**src/rtl/bus_arbiter.sv**
```systemverilog
// Four-requester bus arbiter: round-robin grant with burst limit and a one-cycle turnaround between owners.
// Latency: a request sampled at an edge is granted at that edge (1 cycle request-to-grant); TURN adds 1 idle cycle.
// Backpressure: requesters hold req until granted; an owner keeps the bus while requesting, up to BURST_MAX cycles under contention.
//
// Ports:
//   clk      - rising-edge clock
//   reset    - asynchronous active-low reset
//   req      - request vector; bit 0 is the CPU datapath transceiver/address path
//   gnt      - registered one-hot grant, all-zero when the bus has no owner
//   gnt_id   - index of the current owner, meaningful only while bus_busy=1
//   bus_busy - high while any gnt bit is high
//   preempt  - one-cycle pulse during the turnaround that follows a burst-limit preemption
//
// Optional feature: define ARB_CPU_PRIORITY_EN to make requester 0 win every arbitration
// it takes part in and to make it immune to preemption. Default build is pure round-robin.
module bus_arbiter #(
  parameter int NREQ      = 4,   // informational; the datapath is fixed at four requesters
  parameter int BURST_MAX = 16   // 2..255
) (
  input  logic       clk,
  input  logic       reset,
  input  logic [3:0] req,
  output logic [3:0] gnt,
  output logic [1:0] gnt_id,
  output logic       bus_busy,
  output logic       preempt
);

  typedef enum logic [1:0] {
    IDLE  = 2'd0,
    GRANT = 2'd1,
    TURN  = 2'd2
  } state_t;

  localparam logic [7:0] CNT_MAX = 8'(BURST_MAX - 1);

  state_t     state, nxt_state;
  logic [3:0] nxt_gnt;
  logic [1:0] nxt_id;
  logic [1:0] last_owner, nxt_last;
  logic [7:0] cnt, nxt_cnt;
  logic       nxt_preempt;

  logic [1:0] win_id;
  logic [1:0] idx;
  logic       others;
  logic       may_preempt;

  // Round-robin search from last_owner+1. Scanning from the far end and
  // overwriting leaves the nearest active requester in win_id.
  always_comb begin : arbitrate
    win_id = last_owner;
    idx    = last_owner;
    for (int i = NREQ; i >= 1; i--) begin
      idx = last_owner + 2'(i);
      if (req[idx]) win_id = idx;
    end
`ifdef ARB_CPU_PRIORITY_EN
    if (req[0]) win_id = 2'd0;
`endif
  end

  // In GRANT, gnt is the owner's one-hot, so masking it leaves the competitors.
  assign others = |(req & ~gnt);

`ifdef ARB_CPU_PRIORITY_EN
  assign may_preempt = (gnt_id != 2'd0);
`else
  assign may_preempt = 1'b1;
`endif

  always_comb begin : next_state_logic
    nxt_state   = state;
    nxt_gnt     = gnt;
    nxt_id      = gnt_id;
    nxt_cnt     = cnt;
    nxt_last    = last_owner;
    nxt_preempt = 1'b0;
    case (state)
      GRANT: begin
        if (!req[gnt_id]) begin
          // voluntary release
          nxt_state = TURN;
          nxt_gnt   = '0;
          nxt_cnt   = '0;
        end else if (cnt == CNT_MAX && others && may_preempt) begin
          nxt_state   = TURN;
          nxt_gnt     = '0;
          nxt_cnt     = '0;
          nxt_preempt = 1'b1;
        end else if (cnt != CNT_MAX) begin
          nxt_cnt = cnt + 8'd1;
        end
        // saturated with no competitor: owner keeps the bus
      end
      default: begin
        // IDLE and TURN arbitrate identically; TURN only guarantees the dead cycle
        nxt_cnt = '0;
        if (|req) begin
          nxt_state = GRANT;
          nxt_gnt   = 4'b0001 << win_id;
          nxt_id    = win_id;
          nxt_last  = win_id;
        end else begin
          nxt_state = IDLE;
          nxt_gnt   = '0;
        end
      end
    endcase
  end

  always_ff @(posedge clk or negedge reset) begin
    if (!reset) begin
      state      <= IDLE;
      gnt        <= '0;
      gnt_id     <= '0;
      cnt        <= '0;
      last_owner <= 2'd3;   // first arbitration after reset starts at requester 0
      preempt    <= 1'b0;
    end else begin
      state      <= nxt_state;
      gnt        <= nxt_gnt;
      gnt_id     <= nxt_id;
      cnt        <= nxt_cnt;
      last_owner <= nxt_last;
      preempt    <= nxt_preempt;
    end
  end

  assign bus_busy = |gnt;

endmodule

```
**config.mk**
```make
export PLATFORM = sky130hd
export DESIGN_NAME = bus_arbiter
export DESIGN_NICKNAME = d
export VERILOG_FILES = /design/src/rtl/bus_arbiter.sv
export SDC_FILE = /design/constraint.sdc
export NUM_CORES = 1
export LEC_CHECK = 0
export BUFFER_PORTS_ARGS = -buffer_cell sky130_fd_sc_hd__buf_2
export CORE_MARGIN = 5
export CORE_UTILIZATION = 49
export CTS_CLUSTER_SIZE = 10
export DETAILED_ROUTE_END_ITERATION = 10
export PLACE_DENSITY = 0.73
export REMOVE_ABC_BUFFERS = 1
export SLEW_MARGIN = 30
export SYNTH_ARGS = -nofsm -noshare
export SYNTH_HDL_FRONTEND = slang
export SYNTH_SLANG_ARGS = --single-unit
```
**constraint.sdc**
```tcl
create_clock -name clk -period 1.5 [get_ports clk]
set_clock_uncertainty 0.05 [all_clocks]
set_input_delay 0.3 -clock clk [delete_from_list [all_inputs] [get_ports clk]]
set_output_delay 0.3 -clock clk [all_outputs]
set_load 0.01 [all_outputs]
```
# Yosys cells after proc, flatten, opt, wreduce, memory -nomap -nowiden
# Cells that the tools add are included.
# totals
wordCells	54
output_inout_bits	8
regBits	19
inputBits	6
# op_classes
mux	26
n_shift	1
add_sub_neg	4
eq_ne	5
reduce_logical	5
bitwise_logic	3
order_cmp	4
# ops
op	n
8-bit two-way mux	4
4-bit two-way mux	4
2-bit by 3-bit < comparator with 1-bit output, second input constant	4
2-bit two-way mux	6
4-bit OR reduction	3
8-bit by 1-bit adder with 8-bit output, second input constant	1
1-bit binary-select mux with 2-bit select	4
8-bit by 4-bit == test with 1-bit output, second input constant	1
1-bit two-way mux	8
8-bit by 4-bit != test with 1-bit output, second input constant	1
2-bit adder, second input constant	2
4-bit AND	1
4-bit != test, second input constant	1
4-bit inverter	1
1-bit by 2-bit left shift with 4-bit output, first input constant	1
3-bit != test, second input constant	1
2-bit by 1-bit adder with 2-bit output, second input constant	1
2-bit by 1-bit == test with 1-bit output, second input constant	1
2-bit AND reduction	1
1-bit logical AND	1
1-bit inverter	1

# Longest topological paths before layout
# depth
word_depth	9
depth_mapped	6
depth_no_buf	5

# Worst setup path after synthesis
# OpenSTA, ideal clock, no wires.
# synth_timing
path_kind	flip-flop to flip-flop
startpoint	reg last_owner[1]
endpoint	reg gnt[0]
slack_ps	-82
stages_incl_launch_ff	6
synth_period_minus_slack_ps	1582
n_path_buf	1
required_time_ps	1382
arrival_time_ps	1464
path_cell_list	dfstp_2 buf_2 mux2i_1 nor2_1 a311oi_2 a32o_1
# synth_via
elab_chain_cells	9
elab_cells_between_ends	15
classes_between	add/sub (3); shift (1); mux (11)
# synth_rtl
item	line_no	text
start: declaration	40	logic [1:0] last_owner, nxt_last;
start signal: assignment	125	last_owner <= nxt_last;
2-bit adder	55	idx = last_owner + 2'(i);
1-bit binary-select mux with 2-bit select	56	if (req[idx]) win_id = idx;
1-bit two-way mux (not written as such)	56	
2-bit two-way mux (2 in series)	56	
2-bit two-way mux *	56	
1-bit by 2-bit left shift with 4-bit output *	101	nxt_gnt = 4'b0001 << win_id;
4-bit two-way mux *	99	if (|req) begin
4-bit two-way mux *	79	case (state)
end signal: assignment	122	gnt <= nxt_gnt;
end: declaration	23	output logic [3:0] gnt,
# Mark *: on every way between the ends. The rest lies on a longest branch, timed or not. The select of a mux whose other input is x is not followed.
# A chain may end at the register's enable or synchronous reset.

# Worst setup path in the final report
# layout_timing
startpoint	reg gnt[0]
endpoint	out bus_busy
# layout_via
elab_chain_cells	1
# layout_rtl
item	line_no	text
4-bit OR reduction	130	assign bus_busy = |gnt;
end: declaration	25	output logic bus_busy,
# No other way between the ends.

==> metrics.md <==
| Metric | Value |
|---|---|
| Max rail drop VDD | ~1.5 mV |
| Final period utilization | 1.16 |
| Register area | roughly 480 um2 |
| Initial antenna violation count | 0 |
| Most common cell after layout, fill and taps aside | buf_4 |
| Vias/cell | 5.76 |
| Crit path from | gnt[0]$_DFFE_PN0P_ |
| R2R Path Start | last_owner[1]$_DFFE_PN1P_ |
| RSZ-0062 raised after global routing | yes |
| First-pass GRT wire length | 4.40 mm |
| First DRT Iteration DRCs | 42 |
| GRT Total Usage | 0.210 |
| F_max | 0.577 GHz |
| Post-layout min period | 1.73 ns |
| Initial Util | 0.505 |
| Top sig layer | met4 |
| Syn Inst Count | 88 |
| Switching pwr | 900 uW |
| CTS Buf Count | 3 |
| WP data required | 1.15 ns |
| Worst Setup Path Type | reg2out |
| Placed wire-length estimate | 1.56 mm |
| Main synth FF type | dfrtp_1 |
| Synth top area share | 0.438 |
| Final WL | approximately 2.7 mm |
| Metal-1 WL | 1.20 mm |
| Max clock buf depth | 2 |
| Layout cells sized above 1 | 0.507 |
| Gr ovfl total | 0 |
| Routed len/inst | approximately 17 um |
| H-tree level count | 1 |
| Max Slew Vio Count | 0 |
| DRC viols | 0 |
| WHS | 0.256 ns |
| Comb pwr share | 0.542 |
| Worst setup EP type | output port |
| Mapped Area | 971 um2 |
| Syn Area/Cell | 11.0 um2 |
| Leading area contributor after synthesis | dfrtp_1 |
| Die area | about 3000 um2 |
| Failing checks | setup timing |
| I/O Buffers | 13 |
| Met3 wire len | 169 um |
| Clock transition at the registers of the reported paths | 0.12 ns |
| Fillers | 141 |
| Async S/R FF share, synth | 1.00 |
| Number of synthesized flops with an enable pin | 0 |
| Area used by multi-input combinational logic | 569 um2 |
| Run status | finished with violations |
| Seq cells post-synth | 19 |
| Fin. Hold Viols | 0 |
| Vias | 927 |
| GPL Wtd Cong | approximately 0.84 |
| Final net count | 142 |
| CTS root buf | clkbuf_4 |
| Die height | 54.5 um |
| Worst skew pair latency | ~0.31 ns |
| Met2 routed WL | 1.34 mm |
| Chip Width | 54.5 um |
| Worst hold path class | in2reg |
| Clock power frac | 0.120 |
| Sequential share of power | 0.338 |
| Antenna Cells | 0 |
| Min-delay src | req[1] |
| Drt pass-1 iters | 4 |
| Post-synthesis sequential area ratio | 0.492 |
| CP startpoint kind | flop |
| Area Overhead vs Synth | 46.3% |
| Max-cap violations | 0 |
| Worst-path fanout max | 2 |
| Worst Tran Pin Value | 0.508 ns |
| Largest net degree at the start of global routing | 20 |
| Vias in the first global route | just over 900 |
| Pwr dens | approximately 1600 nW/um2 |
| Routed Antenna Nets | 0 |
| Setup WS post-layout | -0.234 ns |
| Arr. time, crit path | 1.38 ns |
| Setup violators final | 9 |
| Leakage Power | 0.000662 uW |
| Core region area | 1920 um2 |
| CTS sink cnt | 19 |
| Synth top area cells | dfrtp_1 44%, dfstp_2 5.4%, nor2_1 4.3% |
| Ys Warns | 0 |
| Final core utilization | 0.739 |
| Internal power | between 1000 and 1500 uW |
| Sw Share | 0.387 |
| Synth cell types | 38 |
| IO Pins | 14 |
| Rows | 16 |
| CTS tree | yes |
| Worst slew margin | 0.661 |
| Commonest non-fill, non-tap cells in the layout | 25 x buf_4, 17 x dfrtp_1, 13 x buf_2 |
## synth_stat cells, drive strengths merged (2+ instances only)
cell     instances
dfrtp           17
nor2            11
nand2b           6
a21oi            5
nand2            5
and2             3
xnor2            3
a211oi           2
a32o             2
buf              2
dfstp            2
mux2i            2
nor2b            2
nor3             2
nor4             2
o21a             2
o2bb2ai          2
## critical path: stages, from the launching register on
cell	delay, ns
dfrtp_1	0.42
or4_1	0.50
buf_2	0.15
## layout make-up
class                      instances  area share
clock buffer                       3      0.0159
clock inverter                     1     0.00352
timing repair buffer              43       0.217
sequential                        19       0.337
multi-input combinational         67       0.401
inverter                           1     0.00264
tap                               27      0.0238
## final timing paths
check / depth (start not counted) / end / slack (ns)
worst min register to register: 1 / gnt[3]$_DFFE_PN0P_ / 0.51
worst max-delay path: 2 / bus_busy / -0.23
min in group asynchronous: 2 / preempt$_DFF_PN0_ / 0.39
max in group asynchronous: 2 / last_owner[0]$_DFFE_PN1P_ / 0.68
worst max register to register: 5 / gnt[2]$_DFFE_PN0P_ / -0.14
worst min-delay path: 3 / state[0]$_DFFE_PN0P_ / 0.26
## per-stage QoR
step / TNS, ns / setup slack [ns] / std cells / total power (uW) / instance area, um2
2_1_floorplan: -0.389 / -0.109 / 86 / 1320 / 955
4_1_cts: -0.322 / -0.208 / 159 / 2150 / 1360
3_3_place_gp: -0.359 / -0.0710 / 143 / 1660 / 1180
3_5_place_dp: -0.499 / -0.0919 / 143 / 1690 / 1180
5_1_grt: -1.85 / -0.289 / 161 / 2490 / 1420
6_report: -0.798 / -0.234 / 161 / 2330 / 1420
## layer usage
layer  up-vias  GRT usage
li1        419          -
met1       469      0.266
met2        37      0.355
met3         2     0.0436
met4         0     0.0705
met5         -          0
## registers in the layout (all words and copies together), names as in the netlist
signal,cells
preempt,1
last_owner,2
gnt,4
state,2
gnt_id,2
cnt,8
## power by group through the flow
stage	Clock [uW]	Combinational, uW	Sequential, uW
2_1_floorplan	0	523	801
3_5_place_dp	0	896	795
3_3_place_gp	0	873	787
5_1_grt	300	1380	806
4_1_cts	271	1110	773
6_report	279	1260	787
## repair_timing
item	4_1_cts	5_1_grt
pin swaps	9	14
setup endpoints to repair	19	19
hold endpoints to repair	17	0
buffers inserted	11	4
gates resized for setup	12	12
hold buffers	1	0
gates cloned	1	0
## logic make-up after synthesis
kind of cell,after synthesis,share of synthesized area
mux,3,0.0438
fa+ha+maj,1,0.0129
xor+xnor,4,0.0361
simple gates,37,0.207
buf+inv,3,0.0206
compound gates,21,0.187
flops,19,0.492
(Power assumes the default switching activity.)
